$ cat src/rtl/mul_pkg.sv
// Shared definitions for the multiply controller: FSM state encoding,
// data width and the default iteration limit.
package mul_pkg;

    localparam int DATA_W = 16;

    localparam logic [DATA_W-1:0] MAX_ITER_DEFAULT = 16'hFFFF;

    typedef enum logic [2:0] {
        ST_IDLE   = 3'd0,
        ST_LOAD_A = 3'd1,
        ST_LOAD_B = 3'd2,
        ST_ACCUM  = 3'd3,
        ST_DONE   = 3'd4
    } state_t;

endpackage

$ cat src/rtl/mul_ctrl_if.sv
// Control/handshake bundle between the multiply controller (slave modport)
// and its environment: request, operand handshake, datapath strobes, status.
interface mul_ctrl_if;

    logic start;
    logic in_valid;
    logic in_ready;
    logic eqz;
    logic LdA;
    logic LdB;
    logic LdP;
    logic clrP;
    logic decB;
    logic busy;
    logic done;
    logic error;

    modport master (
        output start, in_valid, eqz,
        input  in_ready, LdA, LdB, LdP, clrP, decB, busy, done, error
    );

    modport slave (
        input  start, in_valid, eqz,
        output in_ready, LdA, LdB, LdP, clrP, decB, busy, done, error
    );

endinterface

$ cat src/rtl/mul_watchdog.sv
// Accumulate-iteration counter; flags when the count reaches MAX_ITER so the
// controller can abort a runaway multiply.
module mul_watchdog
    import mul_pkg::*;
#(
    parameter logic [DATA_W-1:0] MAX_ITER = MAX_ITER_DEFAULT
) (
    input  logic clk,
    input  logic rst,
    input  logic clr,
    input  logic inc,
    output logic expired
);

    logic [DATA_W-1:0] count_r;

    // Iteration count: cleared on ACCUM entry, bumped on every accumulate.
    always_ff @(posedge clk) begin
        if (rst) begin
            count_r <= {DATA_W{1'b0}};
        end else if (clr) begin
            count_r <= {DATA_W{1'b0}};
        end else if (inc) begin
            count_r <= count_r + {{(DATA_W-1){1'b0}}, 1'b1};
        end else begin
            count_r <= count_r;
        end
    end

    assign expired = (count_r == MAX_ITER);

endmodule

$ cat src/rtl/mul_ctrl.sv
// Shift-free add/decrement multiply controller sequencing an external datapath.
// Optional iteration timeout enabled by defining MUL_CTRL_TIMEOUT_EN.
module mul_ctrl
    import mul_pkg::*;
#(
    parameter logic [DATA_W-1:0] MAX_ITER = MAX_ITER_DEFAULT
) (
    input  logic       clk,
    input  logic       rst,
    mul_ctrl_if.slave  bus
);

    state_t state_r;
    state_t state_s;
    logic   in_ready_s, lda_s, ldb_s, ldp_s, clrp_s, decb_s, busy_s, done_s;
    logic   accept_s;
    logic   abort_s;
    logic   timeout_s;

    // State register.
    always_ff @(posedge clk) begin
        if (rst) begin
            state_r <= ST_IDLE;
        end else begin
            state_r <= state_s;
        end
    end

    // Next-state and strobe decode; reset masks every output immediately.
    always_comb begin
        state_s    = state_r;
        in_ready_s = 1'b0;
        lda_s      = 1'b0;
        ldb_s      = 1'b0;
        ldp_s      = 1'b0;
        clrp_s     = 1'b0;
        decb_s     = 1'b0;
        busy_s     = 1'b0;
        done_s     = 1'b0;
        accept_s   = 1'b0;
        abort_s    = 1'b0;
        if (rst) begin
            state_s = ST_IDLE;
        end else begin
            case (state_r)
                ST_IDLE: begin
                    if (bus.start) begin
                        accept_s = 1'b1;
                        state_s  = ST_LOAD_A;
                    end else begin
                        state_s  = ST_IDLE;
                    end
                end
                ST_LOAD_A: begin
                    busy_s     = 1'b1;
                    in_ready_s = 1'b1;
                    lda_s      = bus.in_valid;
                    if (bus.in_valid) begin
                        state_s = ST_LOAD_B;
                    end else begin
                        state_s = ST_LOAD_A;
                    end
                end
                ST_LOAD_B: begin
                    busy_s     = 1'b1;
                    in_ready_s = 1'b1;
                    ldb_s      = bus.in_valid;
                    clrp_s     = bus.in_valid;
                    if (bus.in_valid) begin
                        state_s = ST_ACCUM;
                    end else begin
                        state_s = ST_LOAD_B;
                    end
                end
                ST_ACCUM: begin
                    busy_s = 1'b1;
                    // Natural completion wins over the timeout when both coincide.
                    if (bus.eqz) begin
                        state_s = ST_DONE;
                    end else if (timeout_s) begin
                        abort_s = 1'b1;
                        state_s = ST_DONE;
                    end else begin
                        ldp_s   = 1'b1;
                        decb_s  = 1'b1;
                        state_s = ST_ACCUM;
                    end
                end
                ST_DONE: begin
                    busy_s  = 1'b1;
                    done_s  = 1'b1;
                    state_s = ST_IDLE;
                end
                default: begin
                    state_s = ST_IDLE;
                end
            endcase
        end
    end

    assign bus.in_ready = in_ready_s;
    assign bus.LdA      = lda_s;
    assign bus.LdB      = ldb_s;
    assign bus.LdP      = ldp_s;
    assign bus.clrP     = clrp_s;
    assign bus.decB     = decb_s;
    assign bus.busy     = busy_s;
    assign bus.done     = done_s;

`ifdef MUL_CTRL_TIMEOUT_EN
    logic error_r;
    logic acc_entry_s;

    assign acc_entry_s = (state_r == ST_LOAD_B) && bus.in_valid;

    mul_watchdog #(
        .MAX_ITER (MAX_ITER)
    ) u_watchdog (
        .clk     (clk),
        .rst     (rst),
        .clr     (acc_entry_s),
        .inc     (ldp_s),
        .expired (timeout_s)
    );

    // Sticky abort flag, cleared only by the next accepted start.
    always_ff @(posedge clk) begin
        if (rst) begin
            error_r <= 1'b0;
        end else if (accept_s) begin
            error_r <= 1'b0;
        end else if (abort_s) begin
            error_r <= 1'b1;
        end else begin
            error_r <= error_r;
        end
    end

    assign bus.error = error_r;
`else
    logic unused_s;

    assign timeout_s = 1'b0;
    assign bus.error = 1'b0;
    assign unused_s  = ^{MAX_ITER, accept_s, abort_s};
`endif

endmodule

$ cat src/flat_wrapper.sv
// flat-port wrapper written by rule: the top's interface ports become plain ports
module mul_ctrl_flat import mul_pkg::*;
#(
    parameter logic [DATA_W-1:0] MAX_ITER = MAX_ITER_DEFAULT
)
  (clk, rst, bus_start, bus_in_valid, bus_eqz, bus_in_ready, bus_LdA, bus_LdB, bus_LdP, bus_clrP, bus_decB, bus_busy, bus_done, bus_error);
  mul_ctrl_if bus_i ();
  input  logic clk;
  input  logic rst;
  input wire logic [$bits(bus_i.start)-1:0] bus_start;
  input wire logic [$bits(bus_i.in_valid)-1:0] bus_in_valid;
  input wire logic [$bits(bus_i.eqz)-1:0] bus_eqz;
  output wire logic [$bits(bus_i.in_ready)-1:0] bus_in_ready;
  output wire logic [$bits(bus_i.LdA)-1:0] bus_LdA;
  output wire logic [$bits(bus_i.LdB)-1:0] bus_LdB;
  output wire logic [$bits(bus_i.LdP)-1:0] bus_LdP;
  output wire logic [$bits(bus_i.clrP)-1:0] bus_clrP;
  output wire logic [$bits(bus_i.decB)-1:0] bus_decB;
  output wire logic [$bits(bus_i.busy)-1:0] bus_busy;
  output wire logic [$bits(bus_i.done)-1:0] bus_done;
  output wire logic [$bits(bus_i.error)-1:0] bus_error;
  assign bus_i.start = bus_start;
  assign bus_i.in_valid = bus_in_valid;
  assign bus_i.eqz = bus_eqz;
  assign bus_in_ready = bus_i.in_ready;
  assign bus_LdA = bus_i.LdA;
  assign bus_LdB = bus_i.LdB;
  assign bus_LdP = bus_i.LdP;
  assign bus_clrP = bus_i.clrP;
  assign bus_decB = bus_i.decB;
  assign bus_busy = bus_i.busy;
  assign bus_done = bus_i.done;
  assign bus_error = bus_i.error;
  mul_ctrl #(.MAX_ITER(MAX_ITER)) u_core (.clk(clk), .rst(rst), .bus(bus_i));
endmodule
$ cat config.mk
export PLATFORM = sky130hd
export DESIGN_NAME = mul_ctrl_flat
export DESIGN_NICKNAME = d
export VERILOG_FILES = /design/src/rtl/mul_pkg.sv /design/src/rtl/mul_ctrl_if.sv /design/src/rtl/mul_watchdog.sv /design/src/rtl/mul_ctrl.sv /design/src/flat_wrapper.sv
export SDC_FILE = /design/constraint.sdc
export NUM_CORES = 1
export LEC_CHECK = 0
export BUFFER_PORTS_ARGS = -buffer_cell sky130_fd_sc_hd__buf_2
export CORE_AREA = 2 2 39 41
export DETAILED_ROUTE_END_ITERATION = 12
export DIE_AREA = 0 0 41 43
export GPL_TIMING_DRIVEN = 0
export PLACE_DENSITY = 0.41
export SYNTH_ARGS = -nofsm -noshare
export SYNTH_HDL_FRONTEND = slang
export SYNTH_SLANG_ARGS = --single-unit
$ cat constraint.sdc
create_clock -name clk -period 1 [get_ports clk]
set_input_delay 0.15 -clock clk [delete_from_list [all_inputs] [get_ports clk]]
set_output_delay 0.15 -clock clk [all_outputs]
set_load 0.01 [all_outputs]
# After elaboration in Yosys (flattened, before gate mapping)
# Index checks and enable logic that the tools add are counted.
dict set report totals {
  regBits 3
  inputBits 5
  out_inout_bits 9
}
dict set report classes {
  eq_ne 4
  mux 18
  n_reduce_logical 3
}
# cell n
set ops {}
lappend ops {{$mux 1} 15}
lappend ops {{$pmux 3 s4} 1}
lappend ops {{$eq 3x2->1 const B} 2}
lappend ops {{$reduce_or 4->1} 1}
lappend ops {{$eq 3x1->1 const B} 1}
lappend ops {{$eq 3x3->1 const B} 1}
lappend ops {{$logic_not 3->1} 1}
lappend ops {{$mux 3} 1}
lappend ops {{$mux 2} 1}
lappend ops {{$reduce_or 2->1} 1}

# Longest topological paths before layout
# Gate-level depths: netlist of run 1.
dict set report depth {
  word_depth 4
  ltp_mapped 4
}

# Least setup slack after synthesis of run 1
# OpenSTA, ideal clock, no wires.
dict set report synth_path {
  kind {reg-to-output}
  startpoint {register u_core.state_r[0]}
  endpoint {output bus_clrP}
  t_arrival_ns 1.155
  t_required_ns 0.850
  path_slack_ns -0.305
  path_stages_with_launch 4
  cell_sequence {dfxtp_1 > buf_6 > nor4_1 > buf_4}
}
dict set report synth_between {
  elab_chain_len 3
}
# item line
set synth_rtl {}
lappend synth_rtl {{from (decl)} mul_ctrl.sv:13} ;# state_t state_r;
lappend synth_rtl {{from (signal assigned)} mul_ctrl.sv:25} ;# state_r <= state_s;
lappend synth_rtl {{$eq 3x2->1} --}
lappend synth_rtl {{$mux 1 (2 in a row)} --}
lappend synth_rtl {{to (decl)} flat_wrapper.sv:17} ;# output wire logic [$bits(bus_i.clrP)-1:0] bus_clrP;
# Every way passes these cells.

# Worst setup path after layout of run 1
dict set report layout_path {
  startpoint {register u_core.state_r[2]}
  endpoint {output bus_LdA}
}
dict set report layout_between {
  elab_chain_len 3
}
# item line
set layout_rtl {}
lappend layout_rtl {{$eq 3x1->1} mul_ctrl.sv:45} ;# case (state_r)
lappend layout_rtl {{$mux 1} mul_ctrl.sv:45}
lappend layout_rtl {{$mux 1} mul_ctrl.sv:42} ;# if (rst) begin
lappend layout_rtl {{to (decl)} flat_wrapper.sv:14} ;# output wire logic [$bits(bus_i.LdA)-1:0] bus_LdA;
# Every way passes these cells.

==> summary.txt, run 1 <==
Power
  – Sw power: around 0.00015 W
  – Pwr Total: just under 0.0005 W
  – Reg power frac: between 30 and 40%
  – Power density cells: 1086 nW/µm²
  – Switching share of power: approximately 30%
  – Clock power frac: a little over two fifths
  – Leakage: 0.2080 nW
  – Logic pwr share: 26.0%
  – Int Power: around 0.00034 W
  – Peak VDD IR: approximately 0.58 mV

Placed design
  – Port bufs: 12
  – Dpl hpwl: ~440 µm
  – Gpl congestion: about 0.66
  – Pre-CTS WS: -0.1076 ns

Synthesis
  – Leading area contributor after synthesis: dfxtp_1
  – Synth Area in Simple Gates: approximately two fifths
  – Adder-cell share of the synthesized area: 0%
  – Main combinational cell family by area after synthesis: simple AND/OR/NAND/NOR gates
  – Warnings from Yosys: 0
  – Post-synthesis sequential area ratio: a little under a quarter
  – Mux contribution to synthesized area: 0%
  – Xor-xnor portion of the synthesized cell area: between 6 and 7%
  – Post-synthesis compound-gate area fraction: under 10%
  – Post-synth net total: 39
  – FF+latch count, synth: 3
  – Syn Inst Count: 34
  – Yosys cell types: 21
  – Synth Area per Inst: 7.397 µm²
  – Area share of the largest cell type after synthesis: a little under a quarter
  – Post-synthesis cell area: approximately 250 µm²
  – Main area contributors after synthesis: dfxtp_1, buf_4, buf_6, nor2_1, nor3_1

Die
  – Core ar.: ~1400 µm²
  – # rows: 14
  – DIE WIDTH: 41 µm
  – # IOs: 14
  – Die area: 1763 µm²
  – Initial Utilization: 18.17%
  – Die outline height: 43 µm

Timing
  – Final hold viol count: 0
  – Clk_skew: about 0.0016 ns
  – Fmax: 801.7 MHz
  – Final WS setup: -0.2473 ns
  – RSZ-0062 raised after global routing: yes
  – Final setup violation count: 9
  – Count of pins over their slew limit: 0
  – Final period util: 124.7%
  – Setup_tns: -1.726 ns
  – Final min period: 1.247 ns

Drt
  – Routed wire per std cell: ~9.6 µm
  – Total routed wirelength: 651 µm
  – Remaining DRCs: 0
  – Drt initial violations: 1
  – Routed Antenna Nets: 0
  – DR pass1 iterations: 2
  – Via count: 275
  – Vias per inst: between 4 and 5

GRT
  – Total GRT Usage: roughly a tenth
  – Initial antenna violation count: 0
  – Vias in the first global route: around 300
  – Global-route wire length before repair: ~1.1 mm
  – Largest net degree at the start of global routing: 8
  – GRT overflow: 0

CTS
  – CTS Buffer Depth: 2
  – CTS buffer count: 3
  – Clk_lat worst skew: ~0.23 ns
  – Worst-path clk slew: about 0.04 ns
  – CTS tree: yes
  – Root buffer cell: clkbuf_4
  – H-tree lvl count: 1
  – Clk sinks: 3

Cells and area
  – Area of the multi-input gates: approximately 200 µm²
  – Ant diodes: 0
  – Max FFs per register: 3
  – Fill cells: ~170
  – Layout cell share with drive strength beyond 1: between 60% and 70%
  – Reg area: around 71 µm²
  – Area Growth Syn to Fin: 79.60%
  – Biggest regs: u_core.state_r (3)
  – Top reg by flops: u_core.state_r
  – Layout Nets: 58

Setup path
  – Worst Path Max Fanout: 6
  – Crit path capture type: primary output
  – WS Path Type: flop to primary output
  – CP startpoint kind: flop
  – Worst path arrival time: between 1 and 1.5 ns
  – R2r setup slk: -0.04 ns
  – Crit path required time: about 0.85 ns

Status
  – Status: finished with violations
  – Failing checks: negative setup slack

Worst hold path
  – Worst min-delay path class: input pin to flop

Job
  – Max-cap violations: 0
[worst paths after layout]
| check | start | to | cells after the start |
|---|---|---|---|
| worst min register to register | u_core.state_r[2] | u_core.state_r[1] | 1 |
| worst max-delay path | u_core.state_r[2] | bus_LdA | 4 |
| worst min-delay path | bus_eqz | u_core.state_r[2] | 3 |
| worst max register to register | u_core.state_r[0] | u_core.state_r[0] | 4 |
[per-layer routing]
layer  global-route usage [%]  share of wire (%)  routed length (µm)
met1                    11.82                 47                 306
met2                    11.88                 47                 304
met3                    4.712                6.1                  40
met4                    7.333                  0                   0
met5                        0                  0                   0
[timing repair]
action,in CTS,in global routing
resized for setup,11,7
pin swaps,4,3
buffers inserted,2,2
setup endpoints to repair,8,10
hold buffers,0,0
[synthesized netlist by cell type]
cell type	count
nor2_1	6
buf_4	3
dfxtp_1	3
nor3_1	3
buf_6	2
nand2_1	2
a21oi_1	1
a22oi_1	1
and3_1	1
conb_1	1
inv_1	1
nand2b_1	1
nand3_1	1
nor2_2	1
nor2b_2	1
nor3b_1	1
nor4_1	1
nor4b_1	1
o31a_1	1
xnor2_1	1
xor2_1	1
[power groups by stage]
| stage | Clock, W | Combinational [W] | Sequential, W |
|---|---|---|---|
| finish | 0.000213 | 0.000127 | 0.000150 |
| global route | 0.000243 | 0.000141 | 0.000152 |
| CTS | 0.000222 | 0.000146 | 0.000129 |
| detailed placement | 0 | 0.000126 | 0.000133 |
| global placement | 0 | 0.000126 | 0.000133 |
| floorplan | 0 | 0.0000881 | 0.000133 |
[area by class of cell]
cell class,count,share of cell area [%]
multi-input cells,25,44.60
well taps,16,4.432
inverters,1,0.8310
plain buffers,3,4.986
flip-flops and latches,3,15.79
clock buffers,4,5.817
repair buffers,16,23.55
[critical path, cell delays in order (launching register included)]
cell,delay [ns]
dfxtp_4,0.40
nor2_4,0.05
buf_4,0.13
and3_1,0.16
buf_2,0.13
[through the flow]
stage | cells | utilization (%) | instance area, µm² | hold WS (ns)
floorplan | 34 | - | 272.8 | 0.2268
global placement | 62 | 25.50 | 352.8 | 0.4133
detailed placement | 62 | 25.50 | 352.8 | 0.4113
CTS | 68 | 31.37 | 434.2 | 0.1596
global route | 68 | 32.64 | 451.7 | 0.1785
finish | 68 | 32.64 | 451.7 | 0.1675
[placed cells by master (no fill, tap or decap), types with 2 or more instances in the layout]
master	count
clkbuf_4	3
nor2_1	3
buf_2	10
dfxtp_4	3
nor3_1	2
buf_6	3
buf_4	6
nor2_2	3
[kinds of logic after synthesis]
group / after synthesis
simple gates: 19
buf+inv: 6
compound gates: 3
flops: 3
xor+xnor: 2
other cells: 1
Note: power is estimated with default switching activity, not from simulation.
==> run 2, diff against run 1 <==
--- a/config.mk
+++ b/config.mk
@@ -5,12 +5,13 @@
 export SDC_FILE = /design/constraint.sdc
 export NUM_CORES = 1
 export LEC_CHECK = 0
+export ABC_AREA = 1
 export BUFFER_PORTS_ARGS = -buffer_cell sky130_fd_sc_hd__buf_2
 export CORE_AREA = 2 2 39 41
 export DETAILED_ROUTE_END_ITERATION = 12
 export DIE_AREA = 0 0 41 43
 export GPL_TIMING_DRIVEN = 0
-export PLACE_DENSITY = 0.41
+export PLACE_DENSITY = 0.39
 export SYNTH_ARGS = -nofsm -noshare
 export SYNTH_HDL_FRONTEND = slang
 export SYNTH_SLANG_ARGS = --single-unit
==> run 2 against run 1 <==
The flow still finishes with violations (negative setup slack). Wire length shrank 2.5%. Critical path depth did not move. Synthesized cell count increased by 15%. Via count up 7.6%. Critical path type unchanged. Largest cell class unchanged. Highest routed layer unchanged.
==> summary.txt, run 2 <==
Cells and area
  – Biggest regs: u_core.state_r (3)
  – Fill cells: 175 (+6.1%)
  – Finished Layout Cells: 75 (+10%)
  – Layout cell share with drive strength beyond 1: 64.41% (-4.8 points)
  – Commonest cells after routing, fill and taps aside: buf_2, buf_4
  – Ant diodes: 0 (unchanged)
  – Max FFs per register: 3 (unchanged)
  – Commonest non-fill, non-tap cell in the layout: buf_2
  – Top reg by flops: u_core.state_r
  – Area Growth Syn to Fin: 90.00%
  – Layout Nets: 65 (+12%)

Die
  – Core ar.: 1384 µm² (unchanged)
  – Die outline height: 43 µm (unchanged)
  – # rows: 14 (unchanged)
  – Die area: 1763 µm² (unchanged)
  – # IOs: 14 (unchanged)
  – DIE WIDTH: 41 µm (unchanged)
  – Initial Utilization: 16.27% (-1.9 points)

GRT
  – Met1 global-route usage: 9.936% (-1.9 points)
  – Met2 usage: 10.94% (-0.94 points)
  – Largest net degree at the start of global routing: 8 (unchanged)
  – Total GRT Usage: 8.425% (-1.1 points)
  – Vias in the first global route: 260 (-13%)
  – GRT overflow: 0 (unchanged)
  – Global-route wire length before repair: 966 µm (-13%)
  – Met3 usage: 3.141% (-1.6 points)
  – Initial antenna violation count: 0 (unchanged)
  – GRT busiest layer: met2

Synthesis
  – FF+latch count, synth: 3 (unchanged)
  – Post-synth ARST share: 0% (unchanged)
  – Synth Area per Inst: 5.775 µm² (-22%)
  – Yosys cell types: 13 (-38%)
  – Post-synthesis cell area: 225.2 µm² (-10%)
  – Leading area contributor after synthesis: dfxtp_1
  – Syn Inst Count: 39 (+15%)
  – Post-synth net total: 44 (+13%)
  – Area share of the largest cell type after synthesis: 26.67% (+2.8 points)
  – Dominant synthesized flop cell: dfxtp_1
  – Main area contributors after synthesis: dfxtp_1, nor2_1, buf_4, inv_1, nand2_1
  – Most frequent cell after synthesis: nor2_1
  – Warnings from Yosys: 0 (unchanged)
  – Post-synthesis sequential area ratio: 26.67% (+2.8 points)
  – Post-synth EDFFs: 0 (unchanged)
  – Synth cell count leaders: nor2_1, inv_1, nand2_1

Placed design
  – Port bufs: 12 (unchanged)
  – Dpl cells: 67 (+8.1%)
  – Gpl congestion: 0.6277 (-4.5%)
  – Pre-CTS WS: -0.1200 ns (-0.01233 ns)
  – Dpl hpwl: 459.3 µm (+4.6%)

Job
  – Max-cap violations: 0 (unchanged)

Timing
  – Final period util: 126.8% (+2.0 points)
  – RSZ-0062 raised after global routing: yes
  – Clk_skew: 0.003589 ns (+0.001957 ns)
  – Final WS setup: -0.2678 ns (-0.02047 ns)
  – Final setup violation count: 8 (-1)
  – Setup_tns: -1.785 ns (-0.05936 ns)
  – Final hold viol count: 0 (unchanged)
  – Count of pins over their slew limit: 0 (unchanged)
  – WHS: 0.1635 ns (-0.003991 ns)
  – Fmax: 788.8 MHz (-1.6%)
  – Final min period: 1.268 ns (+0.02047 ns)

CTS
  – CTS Buffer Depth: 2 (unchanged)
  – CTS hold repair buffers: 0 (unchanged)
  – CTS tree: yes
  – Worst-path clk slew: 0.04 ns (about the same)
  – Clk_lat worst skew: 0.23 ns (about the same)
  – CTS buffer count: 3 (unchanged)
  – Clk sinks: 3 (unchanged)
  – H-tree lvl count: 1 (unchanged)
  – Root buffer cell: clkbuf_4

Power
  – Leakage: 0.2415 nW (+16%)
  – Power density cells: 1097 nW/µm² (+1.0%)
  – Peak VDD IR: 0.3410 mV (-42%)

Status
  – Status: finished with violations
  – Failing checks: negative setup slack

Setup path
  – CP startpoint kind: flop
  – Crit path capture type: primary output
  – Crit path capture: bus_in_ready
  – Worst r2r dst: u_core.state_r[0]
  – Worst Path Max Fanout: 5 (-1)
  – FF-to-FF path depth: 7 (+3)
  – Crit path required time: 0.85 ns (about the same)
  – WS Path Type: flop to primary output
  – Worst path arrival time: 1.12 ns (+0.02 ns)
  – R2r setup slk: 0.04 ns (+0.08 ns)
  – R2R Path Start: u_core.state_r[1]
  – Worst Setup SP: u_core.state_r[2]

Drt
  – Routed wire per std cell: 8.467 µm (-12%)
  – Remaining DRCs: 0 (unchanged)
  – Vias per inst: 3.947 (-2.4%)
  – DR pass1 iterations: 4 (+2)
  – Drt initial violations: 5 (+4)
  – Via count: 296 (+7.6%)
  – Total routed wirelength: 635 µm (-2.5%)
  – Routed Antenna Nets: 0 (unchanged)

Worst hold path
  – Worst min-delay path class: input pin to flop
==> run 2: critical path, cell delays in order, from the launching register on <==
cell and delay, ns:
dfxtp_4 0.36, nor2_4 0.12, o21ai_0 0.12, a21oi_1 0.14
buf_2 0.15
==> run 2: report_power, final <==
group	internal, W	switching, W	total, W	leakage [nW]
combinational	0.0000521	0.0000601	0.000112	0.200
sequential	0.000127	0.0000168	0.000144	0.0267
clock	0.000150	0.0000642	0.000214	0.0150
total	0.000329	0.000141	0.000470	0.241
==> run 2: worst min-delay path by stage <==
stage | to | start | cells past startpoint | slack [ns]
final | u_core.state_r[2] | bus_eqz | 3 | 0.16
after global placement | u_core.state_r[2] | bus_eqz | 3 | 0.41
after CTS | u_core.state_r[2] | bus_eqz | 3 | 0.16
after floorplan | u_core.state_r[2] | rst | 1 | 0.23
after global routing | u_core.state_r[2] | bus_eqz | 3 | 0.19
after detailed placement | u_core.state_r[2] | bus_eqz | 3 | 0.40
==> run 2: cells by family after synthesis <==
kind of cell | count (synthesis) | synth area share (%)
buffers and inverters | 9 | 20.00
AO/OA/AOI/OAI | 3 | 6.665
other | 1 | 1.665
AND/OR/NAND/NOR | 23 | 45.01
flip-flops | 3 | 26.67
==> run 2: metrics by stage <==
stage          utilization, %  area, µm²  power [W]
2_1_floorplan               -      235.2  0.0001975
3_3_place_gp            22.78      315.3  0.0002317
3_5_place_dp            22.78      315.3  0.0002316
4_1_cts                 28.93      400.4  0.0004706
5_1_grt                 30.92      427.9  0.0005084
6_report                30.92      427.9  0.0004696
==> run 2: routing by layer <==
| layer | up-vias | wire, µm |
|---|---|---|
| met3 | 0 | 52 |
| met4 | 0 | 0 |
| met2 | 11 | 306 |
| met5 | - | 0 |
| met1 | 127 | 276 |
| li1 | 158 | - |
==> run 2: timing repair <==
| action | 4_1_cts | 5_1_grt |
|---|---|---|
| pin swaps | 5 | 5 |
| gates resized for setup | 8 | 9 |
| buffers inserted | 5 | 1 |
| setup endpoints to repair | 8 | 10 |
==> run 2: layout make-up <==
cell class / count / area (µm²) / share of cell area, %
Inverter: 6 / 22.52 / 5.263
Buffer: 3 / 22.52 / 5.263
Sequential cell: 3 / 71.32 / 16.67
Timing Repair Buffer: 16 / 102.6 / 23.98
Clock buffer: 4 / 26.28 / 6.140
Multi-Input combinational cell: 27 / 162.7 / 38.01
Tap cell: 16 / 20.02 / 4.678
==> run 3, diff against run 2 <==
--- a/config.mk
+++ b/config.mk
@@ -15,3 +15,4 @@
 export SYNTH_ARGS = -nofsm -noshare
 export SYNTH_HDL_FRONTEND = slang
 export SYNTH_SLANG_ARGS = --single-unit
+export TNS_END_PERCENT = 5
==> run 3 against run 2 <==
The run still ends with negative setup slack left. Highest routed layer unchanged. Critical path depth grew 2. Register-to-register slack about the same. Flip-flop and latch count is the same. First-iteration DRC count down 20%. Wire length fell by 11%. Sequential share of layout area rose by 2.1 points. Final area is 11% lower. Critical endpoint is now bus_decB. Power is 4.5% lower. Non-clock buffer count shrank 3. Clock power is 2% lower. Global-route usage shrank 1.1 points. Worst setup slack improved by 0.0080 ns.
==> summary.txt, run 3 (synthesis gave the netlist of run 2 again) <==
Status
  – Status: finished with violations
  – Failing checks: negative setup slack

Placed design
  – Gpl congestion: 0.6266 (-0.18%)
  – Pre-CTS WS: -0.1127 ns (+0.007229 ns)
  – Dpl hpwl: 435.4 µm (-5.2%)
  – Dpl cells: 67 (unchanged)
  – Port bufs: 12 (unchanged)

Drt
  – Routed wire per std cell: 7.806 µm (-7.8%)
  – DR pass1 iterations: 4 (unchanged)
  – Routed Antenna Nets: 0 (unchanged)
  – Remaining DRCs: 0 (unchanged)
  – Vias per inst: 3.917 (-0.76%)
  – Total routed wirelength: 562 µm (-11%)
  – Drt initial violations: 4 (-1)
  – Via count: 282 (-4.7%)

Cells and area
  – Top reg by flops: u_core.state_r
  – Commonest cells after routing, fill and taps aside: buf_2, nor2_2, buf_4
  – Layout cell share with drive strength beyond 1: 58.93% (-5.5 points)
  – Area Growth Syn to Fin: 68.33%
  – Max FFs per register: 3 (unchanged)
  – Commonest non-fill, non-tap cell in the layout: buf_2
  – Biggest regs: u_core.state_r (3)
  – Finished Layout Cells: 72 (-4.0%)
  – Layout Nets: 62 (-4.6%)
  – Post-Route Utilization: 27.40% (-3.5 points)
  – Ant diodes: 0 (unchanged)

Die
  – Initial Utilization: 16.27% (unchanged)
  – Die outline height: 43 µm (unchanged)
  – # IOs: 14 (unchanged)
  – Core ar.: 1384 µm² (unchanged)
  – # rows: 14 (unchanged)
  – Die area: 1763 µm² (unchanged)
  – DIE WIDTH: 41 µm (unchanged)

Timing
  – Final period util: 126.0% (-0.80 points)
  – Count of pins over their slew limit: 0 (unchanged)
  – Final WS setup: -0.2598 ns (+0.007999 ns)
  – Fmax: 793.8 MHz (+0.63%)
  – Final setup violation count: 8 (unchanged)
  – RSZ-0062 raised after global routing: yes
  – Final hold viol count: 0 (unchanged)
  – Setup_tns: -1.719 ns (+0.06644 ns)
  – Clk_skew: 0.004892 ns (+0.001303 ns)
  – Final min period: 1.260 ns (-0.007999 ns)

Setup path
  – Crit path capture type: primary output
  – Worst Path Max Fanout: 7 (+2)
  – CP startpoint kind: flop
  – Worst path arrival time: 1.11 ns (about the same)
  – Crit path required time: 0.85 ns (about the same)
  – WS Path Type: flop to primary output

GRT
  – Global-route wire length before repair: 821 µm (-15%)
  – Initial antenna violation count: 0 (unchanged)
  – Total GRT Usage: 7.322% (-1.1 points)
  – Largest net degree at the start of global routing: 8 (unchanged)
  – GRT overflow: 0 (unchanged)
  – Vias in the first global route: 214 (-18%)

Power
  – Power density cells: 1183 nW/µm² (+7.8%)
  – Leakage: 0.2097 nW (-13%)
  – Peak VDD IR: 0.4383 mV (+29%)

CTS
  – Clk_lat worst skew: 0.23 ns (about the same)
  – Worst-path clk slew: 0.04 ns (about the same)
  – CTS tree: yes
  – CTS buffer count: 3 (unchanged)
  – CTS Buffer Depth: 2 (unchanged)
  – Clk sinks: 3 (unchanged)
  – CTS hold repair buffers: 0 (unchanged)
  – H-tree lvl count: 1 (unchanged)
  – Root buffer cell: clkbuf_4

Job
  – Max-cap violations: 0 (unchanged)

Worst hold path
  – Worst min-delay path class: input pin to flop
run 3: worst max-delay path, cell delays in order (launching register included):
cell and delay [ns]:
dfxtp_4 0.38, nand2_2 0.06, nor2_2 0.09, nand2_2 0.06
nor2_2 0.08, buf_4 0.10, buf_4 0.10
run 3: repair_timing:
item                                    CTS  global route
endpoints found under the setup margin    8            10
resized for setup                        11             3
pin swaps                                 4             0
buffers inserted                          1             0
endpoints found under the hold margin     0             0
run 3: path summary, 6_finish.rpt:
check                    startpoint           endpoint  slack, ns  cells after the start
setup / recovery  u_core.state_r[1]           bus_decB      -0.26                      6
hold / removal              bus_eqz  u_core.state_r[2]       0.18                      3
setup reg to reg  u_core.state_r[1]  u_core.state_r[1]       0.05                      7
hold reg to reg   u_core.state_r[2]  u_core.state_r[2]       0.47                      1
run 3: routing by layer:
layer	wire length [µm]	up-vias	part of all wire (%)	global-route usage (%)
met5	0	-	0	0
met1	268	114	48	8.654
met2	235	13	42	8.750
met4	0	0	0	8.000
li1	-	155	-	-
met3	58	0	10	3.141
run 3: power breakdown:
| part | leakage, nW | total, W | internal [W] | switching, W |
|---|---|---|---|---|
| sequential | 0.0267 | 0.000142 | 0.000127 | 0.0000156 |
| clock | 0.0150 | 0.000209 | 0.000149 | 0.0000600 |
| combinational | 0.168 | 0.0000970 | 0.0000432 | 0.0000538 |
run 3: area by class of cell:
type                    count  area (µm²)
well taps                  16       20.02
plain buffers               3       22.52
multi-input cells          27       137.6
clock buffers               4       26.28
inverters                   6       25.02
repair buffers             13       76.32
flip-flops and latches      3       71.32
fillers                   167        1005
run 3: through the flow:
| step | area (µm²) | hold WS [ns] | power [W] |
|---|---|---|---|
| after floorplan | 235.2 | 0.2270 | 0.0001975 |
| after global placement | 315.3 | 0.4062 | 0.0002318 |
| after detailed placement | 315.3 | 0.4036 | 0.0002305 |
| after CTS | 371.6 | 0.1613 | 0.0004569 |
| after global routing | 379.1 | 0.1986 | 0.0004869 |
| final | 379.1 | 0.1755 | 0.0004486 |
